[src/rtl/mult_seq_controller.sv]
// Sequencing FSM for the shift-and-add signed multiplier datapath.
// Runs LOAD, {CHECK, [ADD], SHIFT}*, CHECK, DONE and stops early once the multiplier register is zero.
//
//  state | meaning
//  ------+-----------------------------------------------------------
//  IDLE  | waiting for start, ready=1
//  LOAD  | load operands and sign, clear product, zero iteration count
//  CHECK | look at zflag / iteration limit / multiplier lsb
//  ADD   | accumulate multiplicand into product
//  SHIFT | shift multiplicand left and multiplier right, count iteration
//  DONE  | one-cycle done pulse, product and sign valid
module mult_seq_controller #(
    parameter int MAX_ITER = 7
) (
    input  logic                           clk,
    input  logic                           rst,
    input  logic                           start,
    input  logic                           zflag,
    input  logic                           lsb_multiplier,
    output logic                           load,
    output logic                           psel,
    output logic                           reg_en,
    output logic                           shift_en,
    output logic                           busy,
    output logic                           ready,
    output logic                           done,
    output logic [$clog2(MAX_ITER+1)-1:0]  iter_cnt
);

    localparam int CW = $clog2(MAX_ITER + 1);

    typedef enum logic [2:0] {
        IDLE,
        LOAD,
        CHECK,
        ADD,
        SHIFT,
        DONE
    } state_t;

    state_t         state_q, state_d;
    logic [CW-1:0]  iter_q, iter_d;

    always_ff @(posedge clk) begin
        if (rst) begin
            state_q <= IDLE;
            iter_q  <= '0;
        end else begin
            state_q <= state_d;
            iter_q  <= iter_d;
        end
    end

    // zflag outranks the iteration limit, which outranks lsb_multiplier
    always_comb begin
        state_d = state_q;
        iter_d  = iter_q;
        case (state_q)
            IDLE: begin
                if (start) state_d = LOAD;
            end
            LOAD: begin
                iter_d  = '0;
                state_d = CHECK;
            end
            CHECK: begin
                if (zflag || (iter_q == CW'(MAX_ITER))) state_d = DONE;
                else if (lsb_multiplier)                state_d = ADD;
                else                                    state_d = SHIFT;
            end
            ADD: begin
                state_d = SHIFT;
            end
            SHIFT: begin
                if (iter_q != CW'(MAX_ITER)) iter_d = iter_q + CW'(1);
                state_d = CHECK;
            end
            DONE: begin
                state_d = IDLE;
            end
            default: begin
                state_d = IDLE;
            end
        endcase
    end

    // Moore decode: controls depend on the registered state only
    always_comb begin
        load     = 1'b0;
        psel     = 1'b0;
        reg_en   = 1'b0;
        shift_en = 1'b0;
        done     = 1'b0;
        ready    = 1'b0;
        busy     = 1'b1;
        case (state_q)
            IDLE: begin
                ready = 1'b1;
                busy  = 1'b0;
            end
            LOAD: begin
                load   = 1'b1;
                reg_en = 1'b1;
            end
            ADD: begin
                reg_en = 1'b1;
                psel   = 1'b1;
            end
            SHIFT: begin
                shift_en = 1'b1;
            end
            DONE: begin
                done = 1'b1;
            end
            default: begin
            end
        endcase
    end

    assign iter_cnt = iter_q;

endmodule
[config.mk]
export PLATFORM = sky130hd
export DESIGN_NAME = mult_seq_controller
export DESIGN_NICKNAME = d
export VERILOG_FILES = /design/src/rtl/mult_seq_controller.sv
export SDC_FILE = /design/constraint.sdc
export NUM_CORES = 1
export LEC_CHECK = 0
export BUFFER_PORTS_ARGS = -buffer_cell sky130_fd_sc_hd__buf_2
export CORE_AREA = 2 2 39 41
export CTS_BUF_LIST = sky130_fd_sc_hd__clkbuf_8
export DETAILED_ROUTE_END_ITERATION = 10
export DIE_AREA = 0 0 41 43
export PLACE_DENSITY_LB_ADDON = 0.05
export SLEW_MARGIN = 40
export SYNTH_ARGS = -nofsm -noshare
export SYNTH_HDL_FRONTEND = slang
export SYNTH_SLANG_ARGS = --single-unit
[constraint.sdc]
create_clock -name clk -period 4 [get_ports clk]
set_input_delay 0 -clock clk [delete_from_list [all_inputs] [get_ports clk]]
set_output_delay 0 -clock clk [all_outputs]
set_load 0.02 [all_outputs]
==> flow_summary.yaml <==
cells_and_area:
  multi_input_area_sq_um: 206
  area_growth_pct: 26.8
  drive_gt1_share_pct: 48.9
  regArea_sq_um: 120
  utilization_pct: 33.4
  antenna_cells: 0
  fin_nets: 56
  n_fill_cell: 152
place:
  hpwlAfterDp_um: 588
  place_congestion: 0.702
  io_buffers: 14
min_path:
  hold_class: "input pin to flip-flop"
global_routing:
  grt_pass1_vias: 258
  grt_pass1_wl_um: 1100
  antenna_found_initial: 0
  grtUsageTotal_pct: 9.56
  grt.overflow.total: 0
  grt_max_degree: 12
timing:
  slew_viol_final: 0
  tns_ps: 0
  setup_violations: 0
  hold_viol_final: 0
  fin_worst_skew_ps: 1.18
  period_needed_ps: 1540
  tightest_slew_ps: 367
  fmax_ghz: 0.650
  fin_crit_sh_pct: 38.5
  slew_headroom_pct: 75.5
  rsz0062_at_grt: "false"
clock_tree:
  cts_setup_buffers: 0
  clock-sinks: 6
  cts-buffers-inserted: 3
  cts-resized-gates: 0
  h-tree-depth: 1
  cts_tree: "done"
  clock_path_buffers: 2
  clock-root-buffer: "clkbuf_8"
  clk_latency_ps: 220
  holdBufCountCts: 0
  path_clk_slew_ps: 40
pwr:
  leakage_uw: 0.000222
  irDropWorstVdd_mv: 0.176
  p_int_uw: 140
  powerDensity_mw_per_mm2: 408
  comb_power_share_pct: 16.2
  swShare_pct: 25.5
  pwr-share-clk_pct: 47.1
  p_seq_share_pct: 36.7
  power_switching_uw: 48.0
detailed_routing:
  firstDrtPassIters: 3
  vias: 302
  met3_length_um: 55
  wl_per_cell_um: 11.2
  first_iter_violations: 5
  highest_layer: "met4"
  wl_met1_um: 286
  route.detailed.drc: 0
  wl_um: 708
  wl_met2_um: 362
  antenna_left: 0
  vias_per_cell: 4.79
logic_synthesis:
  synth.most_common_cell: "dfxtp_1"
  syn_inst: 33
  ys.warnings.count: 0
  syn_nets: 40
  synth-seq-cells: 6
  synthTopCellsByCount: "6 x dfxtp_1, 3 x buf_6, 3 x nor3b_2"
  yosys.area.top_type: "dfxtp_1"
  synth_edf_count: 0
  ys_seq_area_share_pct: 33.0
  synthArstFlopShare_pct: 0
  syn-mean-instance-area_sq_um: 11.0
  synth_area_leaders: "dfxtp_1 33%, nor3b_2 10%, buf_6 9.3%, nor4b_2 8.2%, ha_1 6.9%"
  yosys.cell_types.count: 17
  netlist_area_sq_um: 364
  synthDominantCellAreaShare_pct: 33.0
  synth_ff_type: "dfxtp_1"
floorplan:
  die-area_sq_mm: 0.00176
  coreArea_sq_mm: 0.00138
  rows: 14
  initial_core_util_pct: 26.3
  die_w_um: 41
  die_h_um: 43
  ioPinCount: 15
setup_path:
  cp-start-kind: "flip-flop"
  cp.required_ps: 4090
  crit_type: "flip-flop to flip-flop"
  critical_path.max_fanout: 4
  cp.arrival_ps: 1630
  end_kind: "flip-flop"
flow_run:
  drv_cap: 0
outcome:
  outcome: "completed"
[logic make-up after synthesis]
group	count (synthesis)	share of synthesized area (%)
AO/OA/AOI/OAI	5	9.62
adder cells (fa/ha/maj)	2	6.87
buffers and inverters	4	10.3
flip-flops	6	33.0
multiplexers	1	3.09
AND/OR/NAND/NOR	15	37.1
[per-stage QoR]
step	setup WS, ps	cell area (sq um)	total power [uW]	hold slack, ps	cells
final	2460	462	188	33.4	63
after global routing	2400	462	200	29.6	63
after CTS	2460	462	193	26.9	63
after detailed placement	2460	420	101	260	60
after global placement	2490	420	100	249	60
after floorplan	2450	364	94.0	76.1	33
[layout by cell type (no fill, tap or decap), drive strengths merged]
cell type  Yosys  final
buf            3     14
dfxtp          6      6
nor3b          4      4
clkbuf         0      3
nor4b          3      3
nor3           2      2
nor2b          2      2
and2           2      2
a22o           2      2
o21ai          2      2
ha             2      2
inv            1      1
mux2           1      1
a211oi         1      1
or4b           1      1
nor4           1      1
[state kept, by name, indices dropped and copies added, names as in the netlist]
name and cells:
state_q 3, iter_cnt 3
[power by group through the flow]
stage	Combinational (uW)	Clock, uW	Sequential [uW]
floorplan	28.5	0	65.5
global placement	30.4	0	70.0
detailed placement	31.0	0	70.3
CTS	31.0	92.8	69.3
global route	34.2	95.3	70.1
finish	30.5	88.6	69.2
[per-layer routing]
| metal | track usage [%] | vias to the layer above |
|---|---|---|
| met3 | 2.09 | 2 |
| met4 | 6.00 | 0 |
| met5 | 0 | - |
| met1 | 10.7 | 136 |
| li1 | - | 154 |
| met2 | 15.3 | 10 |
[worst max-delay path: stages, from the launching register on]
cell	delay (ps)
dfxtp_1	310
ha_1	200
ha_1	240
or4b_1	510
o21ai_0	90
nor4_1	60
[cell type report]
| class | count | area share (%) |
|---|---|---|
| Multi-Input combinational cell | 23 | 44.7 |
| Sequential cell | 6 | 26.0 |
| Timing Repair Buffer | 14 | 15.2 |
| Clock buffer | 3 | 8.94 |
| Tap cell | 16 | 4.34 |
| Inverter | 1 | 0.813 |
[path summary, 6_finish.rpt]
path | cells past startpoint | slack (ps) | from | to
min | 2 | 30 | rst | state_q[0]
max | 5 | 2460 | iter_cnt[0] | state_q[0]
max reg2reg | 5 | 2460 | iter_cnt[0] | state_q[0]
min reg2reg | 1 | 500 | iter_cnt[1] | iter_cnt[1]
Power figures use the tool's default switching activity.
